**src/rtl/cdb_arbiter.sv**
```systemverilog
// cdb_arbiter: picks one finished functional unit per cycle and broadcasts its result on the CDB.
// Define CDB_ARB_RR_EN for round-robin priority; leave it undefined for fixed lowest-index-wins priority.
package cdb_arbiter_pkg;
    typedef struct packed {
        logic [5:0]  tag;
        logic [31:0] value;
    } fu_cdb_data_t;
endpackage

module cdb_arbiter
    import cdb_arbiter_pkg::*;
#(
    parameter int NUM_REQ = 4,
    localparam int SW = (NUM_REQ > 1) ? $clog2(NUM_REQ) : 1
) (
    input  logic                         clk,
    input  logic                         rst,
    input  logic                         branch_mispredict,
    input  logic [NUM_REQ-1:0]           fu_done,
    input  fu_cdb_data_t [NUM_REQ-1:0]   fu_data,
    output logic [NUM_REQ-1:0]           cdb_ack,
    output logic                         cdb_valid,
    output fu_cdb_data_t                 cdb_data,
    output logic [SW-1:0]                cdb_src
);
    logic                r_valid;
    fu_cdb_data_t        r_data;
    logic [SW-1:0]       r_src;
    logic [SW-1:0]       w_base;
    logic [SW-1:0]       w_idx;
    logic [SW-1:0]       w_g;
    logic                w_en;

`ifdef CDB_ARB_RR_EN
    logic [SW-1:0] r_ptr;
    assign w_base = r_ptr;
    always_ff @(posedge clk) begin
        if (!rst)
            r_ptr <= '0;
        else if (w_en)
            r_ptr <= (w_g == SW'(NUM_REQ - 1)) ? '0 : w_g + 1'b1;
    end
`else
    assign w_base = '0;
`endif

    // Scan downward so the requester nearest to w_base is the last one written.
    always_comb begin
        w_idx = '0;
        w_g   = '0;
        for (int k = NUM_REQ - 1; k >= 0; k--) begin
            w_idx = SW'((int'(w_base) + k) % NUM_REQ);
            if (fu_done[w_idx]) w_g = w_idx;
        end
    end

    assign w_en    = rst & ~branch_mispredict & (|fu_done);
    assign cdb_ack = w_en ? (NUM_REQ'(1) << w_g) : '0;

    always_ff @(posedge clk) begin
        if (!rst) begin
            r_valid <= 1'b0;
            r_data  <= '0;
            r_src   <= '0;
        end else begin
            r_valid <= w_en;
            if (w_en) begin
                r_data <= fu_data[w_g];
                r_src  <= w_g;
            end
        end
    end

    assign cdb_valid = r_valid;
    assign cdb_data  = r_data;
    assign cdb_src   = r_src;
endmodule
```
**config.mk**
```make
export PLATFORM = sky130hd
export DESIGN_NAME = cdb_arbiter
export DESIGN_NICKNAME = d
export VERILOG_FILES = /design/src/rtl/cdb_arbiter.sv
export SDC_FILE = /design/constraint.sdc
export NUM_CORES = 1
export LEC_CHECK = 0
export BUFFER_PORTS_ARGS = -buffer_cell sky130_fd_sc_hd__buf_2
export CORE_UTILIZATION = 30
export DETAILED_ROUTE_END_ITERATION = 7
export GPL_TIMING_DRIVEN = 0
export PLACE_DENSITY_LB_ADDON = 0.3
export REMOVE_ABC_BUFFERS = 1
export SYNTH_ARGS = -nofsm -noshare
export SYNTH_HDL_FRONTEND = slang
export SYNTH_SLANG_ARGS = --single-unit
```
**constraint.sdc**
```tcl
create_clock -name clk -period 2.52 [get_ports clk]
set_clock_uncertainty 0.2 [all_clocks]
set_input_delay 0.252 -clock clk [delete_from_list [all_inputs] [get_ports clk]]
set_output_delay 0.252 -clock clk [all_outputs]
set_load 0.005 [all_outputs]
```
==> results by group <==
Die
  – DIE WIDTH: 88.1 µm
  – # rows: 31
  – Initial core utilization: 0.308
  – Num ports: 204
  – Die height: 88.1 µm
  – Die area: 7760 µm²
  – Core area: 7210 µm²

Global route
  – Total gr overflow: 0
  – Largest net degree at the start of global routing: 23
  – Initial antenna violation count: 0
  – Number of global-route vias before repair: 2310
  – Global-route wire length before repair: 10700 µm
  – All-layer global routing usage: 0.181

Timing
  – RSZ-0062 raised after global routing: false
  – Hold Vio Cnt, Final: 0
  – Crit share post-route: 0.915
  – Final slew viol count: 0
  – Setup-failing EPs final: 0
  – Achievable frequency: 434 MHz
  – Max-slew headroom: 0.319
  – Tmin final: 2.31 ns
  – Worst slew pin tran: 1.01 ns

Layout
  – Share of cells above drive strength 1: 0.532
  – Final instance area: 3360 µm²
  – Fillers: 711
  – Synthesis-to-layout area growth: 51.2%
  – ANT cells: 0
  – Net count, final: 570

Worst setup path
  – Arr. time, crit path: 1.85 ns
  – Required time of the critical path: 2.07 ns
  – Delay-heaviest family, CP: simple AND/OR/NAND/NOR gates
  – Worst reg2reg endpoint: cdb_data[0]$_SDFFE_PN0P_
  – CP endpoint: cdb_ack[3]
  – Critical path launch point: rst
  – Crit-path max cell delay: 0.86 ns
  – R2r worst-path depth: 2
  – Crit path cell chain: buf_2 > nand2b_1 > nor4_4 > buf_2
  – Top cell by count, worst path: buf_2
  – Crit path depth: 4
  – Critical path class: input port to output pin
  – Buf/Inv on CP: 2
  – Crit-path slowest cell: nor4_4
  – Critical R2R Launch: cdb_data[0]$_SDFFE_PN0P_
  – CP Max Fanout: 22
  – CP Capture Type: output pin
  – Setup crit start kind: input port
  – Reg2reg setup slack: 1.50 ns

Power
  – Flop pwr share: 0.486
  – P per Cell Area: 438 nW/µm²
  – Final Power: 1.47 mW
  – Pint: 1.09 mW
  – Clk pwr share: 0.276
  – Switch Pwr: 386 µW
  – Worst VDD drop: 213 µV
  – Leakage power: 1.60 nW
  – Gate power share: 0.239
  – Net Sw Frac: 0.262

Clocking
  – Skew-Pair Late Insertion Delay: 0.28 ns
  – Hold buffers post-CTS: 0
  – Num CTS Buffers: 5
  – CTS root buffer: clkbuf_8
  – Clock Sinks: 41
  – Post-CTS Resized: 0
  – CTS tree: built
  – Setup Buffers After CTS: 0
  – H-Tree Depth: 2
  – Clock transition at path regs: 0.07 ns
  – Max clock buf depth: 2

Route
  – Remaining antenna violation count: 0
  – 1st-iter DRT viols: 86
  – Pre-antenna DRT Iters: 5
  – DR vias: 2581
  – DRT Wirelength: 7370 µm
  – Drt wl/cell: 14.4 µm
  – Vias per inst: 5.05
  – Residual DRC: 0

Yosys
  – YS warnings: 0
  – Yosys cell types: 30
  – Flops & latches, synth: 41
  – Seq/Total Area, Yosys: 0.369
  – Mapped Area: 2220 µm²
  – Mapped Cells: 220
  – Average cell area after synthesis: 10.1 µm²

Min path
  – HP Class: input port to flip-flop

Outcome
  – Status: finished clean

Placement
  – Port Buffers: 203
  – Cell Area, Placed: 3280 µm²
  – DP HPWL: 5760 µm
  – GPL Wtd Cong: 0.776

Job
  – Reported max-cap violation count: 0
## placed cells by master (no fill, tap or decap)
cell,netlist,layout
buf_2,4,203
mux2i_1,42,42
dfxtp_1,41,41
nand2_1,22,22
o221ai_1,21,21
a222oi_1,17,17
a22oi_1,17,17
a21boi_1,10,10
a21boi_0,8,8
clkbuf_8,0,5
nand2b_1,4,4
nor2_1,3,3
clkbuf_1,8,3
inv_2,1,1
nor2b_1,1,1
and2b_4,1,1
and3_2,1,1
and3_4,1,1
nor2_2,1,1
nor4_4,1,1
o21ai_2,0,1
nor3_4,1,1
nand3_1,1,1
nor4_1,1,1
o21a_1,1,1
o221a_2,1,1
inv_1,1,1
buf_16,0,1
buf_8,1,1
## cell families (layout without fill, tap and decap cells)
family	after synthesis	in the layout	share of synthesized area
AO/OA/AOI/OAI	76	76	0.288
multiplexers	42	42	0.189
flip-flops	41	41	0.369
AND/OR/NAND/NOR	38	38	0.0939
buffers and inverters	23	215	0.0602
## cell usage after synthesis, drive strengths merged
master   n  share of area
a21boi  18          0.061
a222oi  17          0.076
a22oi   17          0.057
and2b    1         0.0045
and3     2         0.0084
buf     12          0.041
clkbuf   9          0.016
dfxtp   41           0.37
inv      2         0.0034
mux2i   42           0.19
nand2   22          0.037
nand2b   4          0.011
nand3    1         0.0022
nor2     4         0.0079
nor2b    1         0.0028
nor3     1         0.0073
nor4     2          0.012
o21a     1         0.0034
o21ai    1         0.0022
o221a    1         0.0051
o221ai  21          0.083
## per-stage QoR
step                      cells  utilization  setup TNS, ns  setup slack [ns]  hold WS, ns
after floorplan             199            -              0          0.000240        0.199
after global placement      501        0.449         -13.34            -0.653        0.239
after detailed placement    503        0.455              0             0.213        0.248
after CTS                   511        0.466              0             0.206       0.0506
after global routing        511        0.466              0             0.118       0.0559
final                       511        0.466              0             0.214       0.0593
## tightest hold or removal path: cells and delay by family
kind	cells	cell delay, ns
buffers and inverters	1	0.08
AOI/OAI and AO/OA	2	0.18
## per-layer routing
| layer | up-vias | track usage | wire length (µm) |
|---|---|---|---|
| met5 | - | 0 | 0 |
| met4 | 0 | 0.0455 | 80 |
| met3 | 7 | 0.0613 | 730 |
| met2 | 150 | 0.340 | 3630 |
| met1 | 1164 | 0.193 | 2920 |
| li1 | 1260 | - | - |
## area by class of cell
| cell class | instances | area (µm²) | area share |
|---|---|---|---|
| multi-input combinational | 156 | 1270 | 0.379 |
| sequential | 41 | 821 | 0.244 |
| timing repair buffer | 205 | 1060 | 0.315 |
| inverter | 2 | 7.51 | 0.00223 |
| clock buffer | 8 | 80.1 | 0.0238 |
| tap | 99 | 124 | 0.0368 |
## registers in the layout (all words and copies together) (netlist names)
signal and flops:
cdb_data 38, cdb_src 2, cdb_valid 1
## power groups by stage
stage          clock (mW)  combinational (mW)  sequential (mW)
2_1_floorplan           0               0.137            0.734
3_3_place_gp            0               0.344            0.728
3_5_place_dp            0               0.355            0.729
4_1_cts             0.429               0.356            0.715
5_1_grt             0.456               0.389            0.720
6_report            0.406               0.352            0.715
## how the worst min path moves through the flow
stage | startpoint | to | slack [ns] | cells after the start
final | fu_data[125] | cdb_data[11]$_SDFFE_PN0P_ | 0.06 | 3
after global routing | fu_data[11] | cdb_data[11]$_SDFFE_PN0P_ | 0.06 | 3
after CTS | fu_data[125] | cdb_data[11]$_SDFFE_PN0P_ | 0.05 | 3
after detailed placement | cdb_src[0]$_SDFFE_PN0P_ | cdb_src[0]$_SDFFE_PN0P_ | 0.25 | 2
after global placement | cdb_data[2]$_SDFFE_PN0P_ | cdb_data[2]$_SDFFE_PN0P_ | 0.24 | 2
after floorplan | rst | cdb_src[1]$_SDFFE_PN0P_ | 0.20 | 1
Power figures use the tool's default switching activity.
